$ cat src/rtl/cpu_pkg.sv
// Shared definitions for the 4-bit CPU front end.
// The fetch stage and the decoder read instruction fields at the same positions.
package cpu_pkg;

  localparam int PC_W  = 4;
  localparam int INS_W = 16;

  localparam logic [PC_W-1:0] RESET_PC = 4'h0;

  // Opcode field INS[10:8]. The jump/branch target is INS[7:4].
  localparam int OPC_LSB = 8;
  localparam int OPC_W   = 3;
  localparam int TGT_LSB = 4;

  localparam logic [OPC_W-1:0] OPC_JMP = 3'b011;
  localparam logic [OPC_W-1:0] OPC_BRZ = 3'b100;

  typedef enum logic [1:0] {
    IDLE  = 2'd0,
    FETCH = 2'd1,
    ISSUE = 2'd2
  } fetch_state_t;

endpackage

$ cat src/rtl/ins_fetch_pc_next.sv
// Combinational next-PC select: increment, unconditional jump, or branch-if-zero.
// The result is meaningful only in the cycle the decoder accepts the instruction.
module pc_next
  import cpu_pkg::*;
(
  input  logic [PC_W-1:0]  i_pc,
  input  logic [OPC_W-1:0] i_opc,
  input  logic [PC_W-1:0]  i_tgt,
  input  logic             i_zero,
  output logic [PC_W-1:0]  o_next_pc
);

  logic w_is_jmp;
  logic w_is_brz;
  logic w_take;

  assign w_is_jmp = (i_opc == OPC_JMP);
  assign w_is_brz = (i_opc == OPC_BRZ);
  assign w_take   = w_is_jmp | (w_is_brz & i_zero);

  // Increment wraps naturally at 2^PC_W.
  assign o_next_pc = w_take ? i_tgt : (i_pc + 1'b1);

endmodule

$ cat src/rtl/ins_fetch.sv
// Fetch stage: holds the PC, reads one instruction at a time from instruction
// memory and hands it to the decoder, then redirects on JMP/BRZ.
//
// Handshakes: imem_req stays high until imem_ack; imem_data is captured in
// the ack cycle. ins_valid stays high with INS stable until ins_ready; the
// transfer happens on the rising edge where both are 1.
module ins_fetch
  import cpu_pkg::*;
(
  input  logic             clk,
  input  logic             rst_n,
  input  logic             run,
  output logic             imem_req,
  output logic [PC_W-1:0]  imem_addr,
  input  logic             imem_ack,
  input  logic [INS_W-1:0] imem_data,
  output logic [INS_W-1:0] INS,
  output logic             ins_valid,
  input  logic             ins_ready,
  input  logic             zero_flag,
  output logic [PC_W-1:0]  PC,
  output logic             busy,
  output logic [1:0]       o_dbg_state
);

  fetch_state_t     r_state;
  fetch_state_t     w_state_next;
  logic [PC_W-1:0]  r_pc;
  logic [PC_W-1:0]  w_pc_next;
  logic [INS_W-1:0] r_ins;
  logic             r_valid;
  logic             w_fill;
  logic             w_accept;

  always_comb begin
    w_state_next = r_state;
    w_fill       = 1'b0;
    w_accept     = 1'b0;
    case (r_state)
      IDLE: begin
        if (run) w_state_next = FETCH;
      end
      FETCH: begin
        // run is not consulted here; an issued request always completes.
        if (imem_ack) begin
          w_fill       = 1'b1;
          w_state_next = ISSUE;
        end
      end
      ISSUE: begin
        if (ins_ready) begin
          w_accept     = 1'b1;
          w_state_next = run ? FETCH : IDLE;
        end
      end
      default: w_state_next = IDLE;
    endcase
  end

  always_ff @(posedge clk) begin
    if (!rst_n) begin
      r_state <= IDLE;
      r_pc    <= RESET_PC;
      r_ins   <= '0;
      r_valid <= 1'b0;
    end else begin
      r_state <= w_state_next;
      if (w_fill) begin
        r_ins   <= imem_data;
        r_valid <= 1'b1;
      end
      if (w_accept) begin
        r_valid <= 1'b0;
        r_pc    <= w_pc_next;
      end
    end
  end

  pc_next u_pc_next (
    .i_pc      (r_pc),
    .i_opc     (r_ins[OPC_LSB +: OPC_W]),
    .i_tgt     (r_ins[TGT_LSB +: PC_W]),
    .i_zero    (zero_flag),
    .o_next_pc (w_pc_next)
  );

  assign imem_req    = (r_state == FETCH);
  assign imem_addr   = r_pc;
  assign INS         = r_ins;
  assign ins_valid   = r_valid;
  assign PC          = r_pc;
  assign busy        = (r_state != IDLE);
  assign o_dbg_state = r_state;

endmodule

$ cat config.mk
export PLATFORM = sky130hd
export DESIGN_NAME = ins_fetch
export DESIGN_NICKNAME = d
export VERILOG_FILES = /design/src/rtl/cpu_pkg.sv /design/src/rtl/ins_fetch_pc_next.sv /design/src/rtl/ins_fetch.sv
export SDC_FILE = /design/constraint.sdc
export NUM_CORES = 1
export LEC_CHECK = 0
export CAP_MARGIN = 10
export CORE_MARGIN = 5
export CORE_UTILIZATION = 39
export CTS_CLUSTER_SIZE = 25
export DETAILED_ROUTE_END_ITERATION = 10
export PLACE_DENSITY = 0.78
export SLEW_MARGIN = 30
export SYNTH_ARGS = -nofsm -noshare
export SYNTH_HDL_FRONTEND = slang
export SYNTH_SLANG_ARGS = --single-unit
$ cat constraint.sdc
create_clock -name clk -period 1.6 [get_ports clk]
set_clock_uncertainty 0.1 [all_clocks]
set_input_delay 0.32 -clock clk [delete_from_list [all_inputs] [get_ports clk]]
set_output_delay 0.32 -clock clk [all_outputs]
set_load 0.01 [all_outputs]
Word-level counts from Yosys, hierarchy flattened

Index checks and enable logic that the tools add are counted.

Register bits: 23
Input port bits: 22

Add/subtract/negate cells: 1
Eq/ne operators: 7
Mux-type cells: 10
Bitwise logic cells: 3
Reductions and logical operators: 4

Operators with widths:

| operator                                                                | number |
|---|---|
| 2-bit 2-to-1 mux                                                        | 3 |
| 2-bit one-hot mux with 3 select lines                                   | 1 |
| 1-bit 2-to-1 mux                                                        | 5 |
| 4-bit by 1-bit adder with 4-bit output, second input constant           | 1 |
| 4-bit 2-to-1 mux                                                        | 1 |
| 2-bit inequality test, second input constant                            | 2 |
| 3-bit by 2-bit == test with 1-bit output, second input constant         | 1 |
| 3-bit == test, second input constant                                    | 1 |
| 3-bit AND reduction                                                     | 1 |
| 2-bit by 1-bit == test with 1-bit output, second input constant         | 1 |
| 2-bit == test, second input constant                                    | 1 |
| 2-bit logical NOT                                                       | 1 |
| 2-bit by 1-bit inequality test with 1-bit output, second input constant | 1 |
| 2-bit nonzero test                                                      | 1 |
| 2-bit OR reduction                                                      | 1 |
| 1-bit AND                                                               | 1 |
| 1-bit inverter                                                          | 1 |
| 1-bit OR                                                                | 1 |

Longest topological paths before layout

Depth after elaboration: 4
Gate-level depth with buffers: 6
Mapped depth without buffers: 5

Cells and area by module

A second synthesis with hierarchy kept.

Cells, all modules: 123
Area total of the unflattened synthesis: 1116.1 sq um

Modules (own cells, without submodules):

| module    | instances | cells each | area an instance (sq um) | sequential area each (sq um) |
|---|---|---|---|---|
| ins_fetch | 1         | 111        | 1009.7                   | 460.4 |
| pc_next   | 1         | 12         | 106.4                    | 0.0 |

Worst setup path before layout

OpenSTA, ideal clock, no wires.

Kind: reg2reg
Start point: register r_ins[10] (netlist: INS[10])
End point: register r_pc[3] (netlist: PC[3])
Setup time: 122 ps
Arrival time: 1173 ps
Data required time: 1378 ps
Path slack: 205 ps
Stages on the path, launching flop included: 5
Path buffers: 0
Path through: dfxtp_1 > and3b_1 > a31oi_4 > mux2i_1 > o22ai_1

Longest elaborated chain between the ends: 4

RTL lines:

| element                | RTL line                | text |
|---|---|---|
| start, declared        | ins_fetch.sv:30         | `logic [INS_W-1:0] r_ins;` |
| start signal, assigned | ins_fetch.sv:69         | `r_ins <= imem_data;` |
| 3-bit == test          | ins_fetch_pc_next.sv:18 | `assign w_is_brz = (i_opc == OPC_BRZ);` |
| 1-bit AND              | ins_fetch_pc_next.sv:19 | `assign w_take = w_is_jmp \| (w_is_brz & i_zero);` |
| 1-bit OR (*)           | ins_fetch_pc_next.sv:19 |  |
| 4-bit 2-to-1 mux (*)   | ins_fetch_pc_next.sv:22 | `assign o_next_pc = w_take ? i_tgt : (i_pc + 1'b1);` |
| end signal, assigned   | ins_fetch.sv:74         | `r_pc <= w_pc_next;` |
| end, declared          | ins_fetch.sv:28         | `logic [PC_W-1:0] r_pc;` |

Every way passes the cells marked *; elsewhere a longest branch is shown, timed or not.
A chain may end at the register's enable or synchronous reset.

Final worst setup path

Start point: register r_state[0] (netlist: o_dbg_state[0])
End point: output imem_req

Longest elaborated chain between the ends: 1

RTL lines:

| element                                  | RTL line        | text |
|---|---|---|
| start, declared                          | ins_fetch.sv:26 | `fetch_state_t r_state;` |
| start signal, assigned                   | ins_fetch.sv:67 | `r_state <= w_state_next;` |
| 2-bit by 1-bit == test with 1-bit output | ins_fetch.sv:87 | `assign imem_req = (r_state == FETCH);` |
| end, declared                            | ins_fetch.sv:13 | `output logic imem_req,` |

No other way between the ends.

==> flow_metrics.tcl <==
set metrics [dict create \
    outcome "complete, no violations" \
    final_hold_viol_count 0 \
    fin_nets 193 \
    slew_headroom_pct 80.1 \
    cp_cell_sequence "nor2b_4 > clkdlybuf4s15_1" \
    clk_pin_slew_ps 120 \
    fp.dieH_um 61.1 \
    yosysSeqAreaShare_pct 45.2 \
    syn_area_um2 1020 \
    via_per_inst 4.81 \
    yosysWarnings 0 \
    critPathSlowestCell "dfxtp_2" \
    vdd_drop_max_v 0.000553 \
    dpl_cell_area_um2 1550 \
    wl_per_cell_um 13.0 \
    path_delay_family "flip-flops" \
    cp_slowest_stage_delay_ps 370 \
    setup_slack_ps 82.4 \
    synthToLayoutAreaGrowth_pct 51.5 \
    fin_hold_ws_ps 357 \
    antenna_left 0 \
    antenna_found_initial 0 \
    finalSetupViolations 0 \
    tns_ps 0 \
    worstSetupPathType "reg2out" \
    drt_iter0_drc 21 \
    die_w_um 61.1 \
    cap_violations 0 \
    die_area_um2 3730 \
    cts_hold_buffers 0 \
    rr_startpoint "INS[10]" \
    grt_pass1_vias 952 \
    crit_start "o_dbg_state[0]" \
    finalPower_mw 1.06 \
    h-tree-depth 1 \
    core-area_um2 2480 \
    clock_latency_ps 300 \
    path_max_fanout 5 \
    drtPass1Iterations 4 \
    gp_congestion 0.724 \
    track_usage_pct 14.5 \
    port_buffers 50 \
    layout_min_cycle_time_ps 1520 \
    cts_buffer_depth 2 \
    cts_root_buffer "clkbuf_4" \
    rsz0062_at_grt "false" \
    grt_max_degree 19 \
    critPathCaptureType "output pin" \
    fmax_ghz 0.659 \
    cp_num_buf_inv 1 \
    grt_pass1_wl_mm 4.15 \
    cts_inserted_buffers 3 \
    ios 51 \
    startpoint_type "flop" \
    syn-num-nets 142 \
    ys_types 25 \
    period_share_pct 94.9 \
    power.density_nw_per_um2 688 \
    grt-ovfl-total 0 \
    fillers 242 \
    post_cts_buffers 0 \
    start_util_pct 41.1 \
    dp.final_hpwl_mm 2.02 \
    synth_seq_cells 23 \
    drc 0 \
    cp.required_ps 1180 \
    pre_cts_slack_ps -33.4 \
    wirelength_mm 2.58 \
    diodes 0 \
    p_leak_nw 0.726 \
    row_count 18 \
    cts.sinks 23 \
    netlist_instances 119 \
    drive_gt1_share_pct 12.4 \
    tritoncts "built" \
    drv_slew 0 \
    tightest_slew_ps 299 \
    min_path_type "reg2reg" \
    cp.arrival_ps 1100 \
    min_from "INS[15]" \
    vias 958 \
    fin_area_um2 1540 \
    syn_area_per_cell_um2 8.56 \
]
## registers in the layout, summed over array words and instances (netlist names)
| register | cells |
|---|---|
| ins_valid | 1 |
| o_dbg_state | 2 |
| INS | 16 |
| PC | 4 |
## repair_timing
item,CTS,global route
pin swaps,0,0
endpoints found under the setup margin,29,1
gates resized for setup,40,1
## area by class of cell
cell class / count / area [µm²] / share of cell area [%]
timing repair buffer: 55 / 512 / 33.2
multi-input combinational: 85 / 489 / 31.7
sequential: 23 / 470 / 30.5
tap: 30 / 37.5 / 2.43
clock buffer: 4 / 26.3 / 1.70
inverter: 2 / 7.51 / 0.487
## placed cells by master (no fill, tap or decap), types with 2 or more instances in the layout
master	synthesis	routed
nand2_1	39	39
dlygate4sd2_1	0	27
clkdlybuf4s50_1	0	21
a21boi_1	16	16
dfxtp_1	23	15
dfxtp_2	0	8
nor2_1	5	5
buf_4	5	4
mux2i_1	3	3
a21oi_1	3	3
o22ai_1	3	3
clkbuf_4	0	3
or2_2	2	2
and2_1	2	2
o21a_1	2	2
inv_1	2	2
## Yosys cell counts (all sizes together)
library cell / number / share of area (%)
and3b: 1 / 0.86
o21a: 2 / 1.5
and2: 2 / 1.2
nor2: 5 / 1.8
a21boi: 16 / 12
buf: 7 / 5.3
mux2i: 3 / 2.9
inv: 2 / 0.74
a21oi: 3 / 1.5
o221a: 1 / 1.1
nand2b: 1 / 0.61
or2: 2 / 1.2
nand3: 1 / 0.49
o21ai: 1 / 0.49
a31oi: 1 / 2.1
o22ai: 3 / 1.8
clkbuf: 2 / 0.74
nor2b: 2 / 2.0
ha: 1 / 1.2
dfxtp: 23 / 45
nand2: 39 / 14
o211a: 1 / 0.98
## per-layer routing
metal / part of all wire (%) / global-route usage (%)
met1: 42 / 17.6
met2: 47 / 24.6
met3: 10 / 4.82
met4: 0.46 / 3.72
met5: 0 / 0
## through the flow
stage | std cells | util [%]
floorplan | 119 | -
global placement | 195 | 62.4
CTS | 199 | 62.2
finish | 199 | 62.3
global route | 199 | 62.3
detailed placement | 195 | 62.4
## path summary, 6_finish.rpt
path              end  slack [ps]  cells past startpoint
max          imem_req          80                      2
min           INS[15]         360                      2
max reg2reg     PC[2]         170                      4
min reg2reg   INS[15]         360                      2
## worst reg2reg max path, stage by stage, from the launching register on
cell and delay [ps]:
dfxtp_2 390, and3b_1 220, a31oi_4 280, mux2i_1 240, o22ai_1 100
## report_power, final
part / internal (mW) / leakage (nW) / switching, mW
sequential: 0.594 / 0.190 / 0.0157
clock: 0.0971 / 0.0150 / 0.170
combinational: 0.110 / 0.521 / 0.0752
total: 0.801 / 0.726 / 0.261
## kinds of logic (layout without fill, tap and decap cells)
family | after synthesis | count (layout) | share of synthesized area (%)
adders and majority gates | 1 | 1 | 1.23
muxes | 3 | 3 | 2.95
and+or+nand+nor | 53 | 53 | 22.6
AOI/OAI and AO/OA | 28 | 28 | 21.3
buffers and inverters | 11 | 61 | 6.76
DFF | 23 | 23 | 45.2
(Power assumes the default switching activity.)
